### src/rtl/draw_cmd_queue.sv
// Command queue in front of the draw unit.
// Buffers CPU-side draw commands in a circular buffer and hands them to the
// draw unit one at a time. Opcodes the draw unit cannot execute are dropped,
// because issuing one would hang the unit forever.
//
// Handshake: while commit is high, command/data are stable and valid. The draw
// unit accepts with a 1-cycle ack pulse, and then (perhaps much later) signals
// completion with done. A new command is loaded no earlier than one cycle after
// done. commit, command and data come straight from registers, so ack and done
// have no combinational path to them.
module draw_cmd_queue #(
    parameter int          DEPTH    = 8,
    parameter int          AW       = 3,
    parameter logic [7:0]  CMD_RECT = 8'h01
) (
    input  logic           clk,
    input  logic           rst_n,
    input  logic           push,
    input  logic [7:0]     push_cmd,
    input  logic [255:0]   push_data,
    input  logic           flush,
    output logic           full,
    output logic           empty,
    output logic [AW:0]    count,
    output logic           overflow,
    output logic           bad_cmd,
    output logic [7:0]     command,
    output logic [255:0]   data,
    output logic           commit,
    input  logic           ack,
    input  logic           done,
    output logic           busy,
    output logic [1:0]     dbg_state_o
);

    typedef enum logic [1:0] {
        S_IDLE  = 2'd0,
        S_ISSUE = 2'd1,
        S_WAIT  = 2'd2
    } state_t;

    localparam logic [AW:0] CNT_FULL = (AW+1)'(DEPTH);

    state_t         state_q, state_d;
    logic [AW-1:0]  wr_ptr_q, wr_ptr_d;
    logic [AW-1:0]  rd_ptr_q, rd_ptr_d;
    logic [AW:0]    count_q, count_d;
    logic           commit_q, commit_d;
    logic [7:0]     command_q, command_d;
    logic [255:0]   data_q, data_d;
    logic           overflow_q, overflow_d;
    logic           bad_cmd_q, bad_cmd_d;

    logic [7:0]     mem_cmd  [DEPTH];
    logic [255:0]   mem_data [DEPTH];

    logic           full_w, empty_w;
    logic           push_ok;
    logic           pop;
    logic [7:0]     head_cmd;
    logic [255:0]   head_data;

    assign full_w    = (count_q == CNT_FULL);
    assign empty_w   = (count_q == '0);
    // flush wins over a simultaneous push; a push into a full queue is dropped
    assign push_ok   = push && !full_w && !flush;
    assign head_cmd  = mem_cmd[rd_ptr_q];
    assign head_data = mem_data[rd_ptr_q];

    // Issue FSM: pops the head when idle, forwarding RECT and discarding anything else
    always_comb begin
        state_d   = state_q;
        commit_d  = commit_q;
        command_d = command_q;
        data_d    = data_q;
        bad_cmd_d = bad_cmd_q;
        pop       = 1'b0;
        case (state_q)
            S_IDLE: begin
                // A flush in the same cycle discards the head as well
                if (!empty_w && !flush) begin
                    pop = 1'b1;
                    if (head_cmd == CMD_RECT) begin
                        command_d = head_cmd;
                        data_d    = head_data;
                        commit_d  = 1'b1;
                        state_d   = S_ISSUE;
                    end else begin
                        bad_cmd_d = 1'b1;
                    end
                end
            end
            S_ISSUE: begin
                if (ack) begin
                    commit_d = 1'b0;
                    state_d  = S_WAIT;
                end
            end
            S_WAIT: begin
                if (done) begin
                    state_d = S_IDLE;
                end
            end
            default: begin
                commit_d = 1'b0;
                state_d  = S_IDLE;
            end
        endcase
    end

    // Pointer, occupancy and overflow next-state
    always_comb begin
        wr_ptr_d   = wr_ptr_q;
        rd_ptr_d   = rd_ptr_q;
        count_d    = count_q;
        overflow_d = overflow_q | (push && full_w && !flush);
        if (flush) begin
            wr_ptr_d = '0;
            rd_ptr_d = '0;
            count_d  = '0;
        end else begin
            if (push_ok) wr_ptr_d = wr_ptr_q + AW'(1);
            if (pop)     rd_ptr_d = rd_ptr_q + AW'(1);
            case ({push_ok, pop})
                2'b10:   count_d = count_q + (AW+1)'(1);
                2'b01:   count_d = count_q - (AW+1)'(1);
                default: count_d = count_q;
            endcase
        end
    end

    // State and control registers with synchronous active-low reset
    always_ff @(posedge clk) begin
        if (!rst_n) begin
            state_q    <= S_IDLE;
            wr_ptr_q   <= '0;
            rd_ptr_q   <= '0;
            count_q    <= '0;
            commit_q   <= 1'b0;
            command_q  <= '0;
            data_q     <= '0;
            overflow_q <= 1'b0;
            bad_cmd_q  <= 1'b0;
        end else begin
            state_q    <= state_d;
            wr_ptr_q   <= wr_ptr_d;
            rd_ptr_q   <= rd_ptr_d;
            count_q    <= count_d;
            commit_q   <= commit_d;
            command_q  <= command_d;
            data_q     <= data_d;
            overflow_q <= overflow_d;
            bad_cmd_q  <= bad_cmd_d;
        end
    end

    // Queue storage; contents are only meaningful between rd_ptr and wr_ptr
    always_ff @(posedge clk) begin
        if (push_ok) begin
            mem_cmd[wr_ptr_q]  <= push_cmd;
            mem_data[wr_ptr_q] <= push_data;
        end
    end

    assign full        = full_w;
    assign empty       = empty_w;
    assign count       = count_q;
    assign overflow    = overflow_q;
    assign bad_cmd     = bad_cmd_q;
    assign command     = command_q;
    assign data        = data_q;
    assign commit      = commit_q;
    assign busy        = (state_q != S_IDLE) || !empty_w;
    assign dbg_state_o = state_q;

endmodule

### config.mk
export PLATFORM = sky130hd
export DESIGN_NAME = draw_cmd_queue
export DESIGN_NICKNAME = d
export VERILOG_FILES = /design/src/rtl/draw_cmd_queue.sv
export SDC_FILE = /design/constraint.sdc
export NUM_CORES = 2
export LEC_CHECK = 0
export ABC_AREA = 1
export ABC_CLOCK_PERIOD_IN_PS = 21800
export CAP_MARGIN = 40
export CORE_MARGIN = 2
export CORE_UTILIZATION = 45
export DETAILED_ROUTE_END_ITERATION = 7
export PLACE_DENSITY = 0.67
export RECOVER_POWER = 25
export SETUP_SLACK_MARGIN = 0.3
export SLEW_MARGIN = 20
export SYNTH_ARGS = -nofsm -noshare
export SYNTH_HDL_FRONTEND = slang
export SYNTH_SLANG_ARGS = --single-unit
### constraint.sdc
create_clock -name clk -period 21.8 [get_ports clk]
set_input_delay 4.36 -clock clk [delete_from_list [all_inputs] [get_ports clk]]
set_output_delay 4.36 -clock clk [all_outputs]
set_load 0.05 [all_outputs]
==> results.ini <==
[clock_tree]
clockBufferDepth = 3
tritoncts = built
clkLatencyLatePin_ns = 0.89
htreeDepth = 4
cts_sinks = 2394
clockRootBuffer = clkbuf_16
path_clk_slew_ns = 0.06
ctsHoldBuffers = 0
post_cts_buffers = 0
numCtsBuffers = 234
cts_resized = 0

[logic_synthesis]
synthCells = 8872
netlist-cell-type-count = 23
synth_area_per_cell_um2 = 10.9
synth_edf_count = 2112
synth_area_leaders = edfxtp_1 (66%), nand2_1 (11%), nand3_1 (8.2%), dfxtp_1 (5.9%), inv_1 (3.1%)
ys_warn_count = 0
yosys.area.top_type = edfxtp_1
synth_nets = 9147
ys_ff_latch = 2394
async_flop_share_pct = 0
synthFlopType = edfxtp_1
synth_top_area_share_pct = 65.9
netlist_area_um2 = 96300
ys_seq_area_share_pct = 71.7

[worst_setup_path]
timing.rr.end = mem_data[6][21]$_DFFE_PP_
path_delay_family = buffers and inverters
worstPathArrival_ns = 8.98
crit_slowest_cell = buf_4
timing.rr.start = count[1]$_SDFFE_PP0P_
critPathLaunchType = primary input
regToRegSetupSlack_ns = 16.84
worst_path_largest_cell_delay_ns = 0.72
critPathKind = primary input to register
r2r_cells = 12
critPathCaptureType = register
path_cells = clkdlybuf4s50_1 -> nor2_1 -> nand2_1 -> inv_1 -> nand2_1 -> nor2_4 -> buf_4 -> buf_16 -> buf_12 -> buf_4 -> buf_4 -> buf_16
cp_common_cell = buf_4
critical_path.max_fanout = 100
critPathBufInv = 8
required_ns = 22.33

[run]
drv_cap = 0

[global_routing]
grt_overflow_total = 0
track_usage_pct = 22.2
antenna_found_initial = 105
grt_start_max_net_pins = 204
grt_pass1_wl_um = 374000
grt_pass1_vias = 62500

[hold_path]
worstHoldPathCells = 2
min_to = command[4]$_SDFFE_PN0P_
hold_class = register to register
hp-start = command[4]$_SDFFE_PN0P_

[finish]
finalNonFillerCells = 12300
final_nets = 9516
synthToLayoutAreaGrowth_pct = 17.3
drive_above_1_share_pct = 5.44

[outcome]
status = completed

[pwr]
vdd_drop_max_v = 0.0000791
leakage_nw = 42.2
power_density_nw_per_um2 = 83.0

[die]
die_area_um2 = 218000
die_w_um = 467
die_h_um = 467
design.core.area_um2 = 212000
initial_core_util_pct = 45.3
row_count = 169
pin_count = 546

[timing]
max_freq_mhz = 118
clock_skew_ns = 0.0581
tightest_slew_ns = 1.12
finalCritPeriodShare_pct = 38.8
fin_crit_ns = 8.45
slew_headroom_pct = 25.0
slew_violations = 0
finalSetupTns_ns = 0
rsz0062_at_grt = no
hold_viol_final = 0
setup_viol = 0

[routing]
met2_length_um = 119000
drt_iter0_drc = 6130
wl_met3_um = 17200
drtAntennaViolNets = 0
post_drt_wl_per_cell_um = 20.0
drt_wl_total_um = 246000
firstDrtPassIters = 6
viasPerCell = 5.25
drt-met1-wl_um = 102000
routed.top_layer = met5
remaining_drc_errors = 0
vias = 64500

[placement]
place.gp.congestion = 0.790
post-place-cells = 11800
post-dp-hpwl_um = 139000
port_buffers = 545

## stage by stage
step	cell area [um^2]	worst slack [ns]	hold WS [ns]	power (mW)	utilization, %
2_1_floorplan	96300	5.12	0.461	5.36	-
3_3_place_gp	104000	12.08	0.428	5.53	49.0
3_5_place_dp	105000	12.46	0.433	5.55	49.4
4_1_cts	112000	13.40	0.444	9.44	53.0
5_1_grt	113000	13.13	0.459	9.66	53.2
6_report	113000	13.35	0.446	9.37	53.2
## state kept, by name (all words and copies together), names as in the netlist, named ones only
signal / cells
command: 8
bad_cmd: 1
wr_ptr_q: 3
mem_cmd: 64
count: 4
data: 256
rd_ptr_q: 3
mem_data: 2048
overflow: 1
dbg_state_o: 2
commit: 1
## report_power, final
part	internal, mW	leakage (nW)	switching, mW	total (mW)
combinational	0.123	17.2	0.292	0.416
clock	2.20	3.62	1.72	3.92
sequential	5.02	21.4	0.00998	5.03
## worst register-to-register path, delay by kind of cell (launching register included)
family                 cells  cell delay [ns]
buffers and inverters      7             2.99
DFF                        1             0.45
and+or+nand+nor            5             1.13
## per-layer routing
metal	GRT usage, %	up-vias
met1	29.0	31200
met4	7.97	62
met2	37.1	2195
met5	0	-
met3	4.23	484
li1	-	30600
## final cells by class
type	count	area (um^2)
timing repair buffer	684	7620
inverter	829	3140
sequential	2394	69100
antenna	38	95.1
clock inverter	125	1250
tap	2821	3530
clock buffer	306	6250
multi-input combinational	5098	21900
fill	17800	99400
## cells by family after synthesis
| logic type | synth area share, % |
|---|---|
| buffers and inverters | 5.53 |
| xor gates and xnor gates | 0.0273 |
| DFF | 71.7 |
| and+or+nand+nor | 22.4 |
| AOI/OAI and AO/OA | 0.185 |
| adders and majority gates | 0.0650 |
## cell usage after synthesis, drive strengths merged (2+ instances only)
master  number
a21oi       19
buf        196
clkbuf     355
dfxtp      282
edfxtp    2112
ha           5
inv        828
nand2     2927
nand3     1574
nand4      256
nor2       296
o21ai       15
xor2         2
## worst max path at each step
stage / start / to / slack [ns] / depth (start not counted)
global route: flush / mem_data[6][21]$_DFFE_PP_ / 13.13 / 12
CTS: flush / mem_data[6][20]$_DFFE_PP_ / 13.40 / 12
global placement: push / mem_data[6][4]$_DFFE_PP_ / 12.08 / 11
floorplan: push / mem_cmd[0][0]$_DFFE_PP_ / 5.12 / 6
finish: flush / mem_data[6][21]$_DFFE_PP_ / 13.35 / 12
detailed placement: flush / mem_data[6][4]$_DFFE_PP_ / 12.46 / 12
## cell usage in the layout (no fill, tap or decap), types with 63 or more instances in the layout
cell type,netlist,final
inv_1,791,791
edfxtp_1,2112,2112
buf_4,1,74
clkdlybuf4s50_1,0,380
nand4_1,256,256
dfxtp_1,282,279
clkbuf_16,0,237
nor2_1,294,286
nand3_1,1574,1573
dlygate4sd3_1,0,164
nand2_1,2927,2927
clkbuf_1,355,63
Power figures use the tool's default switching activity.
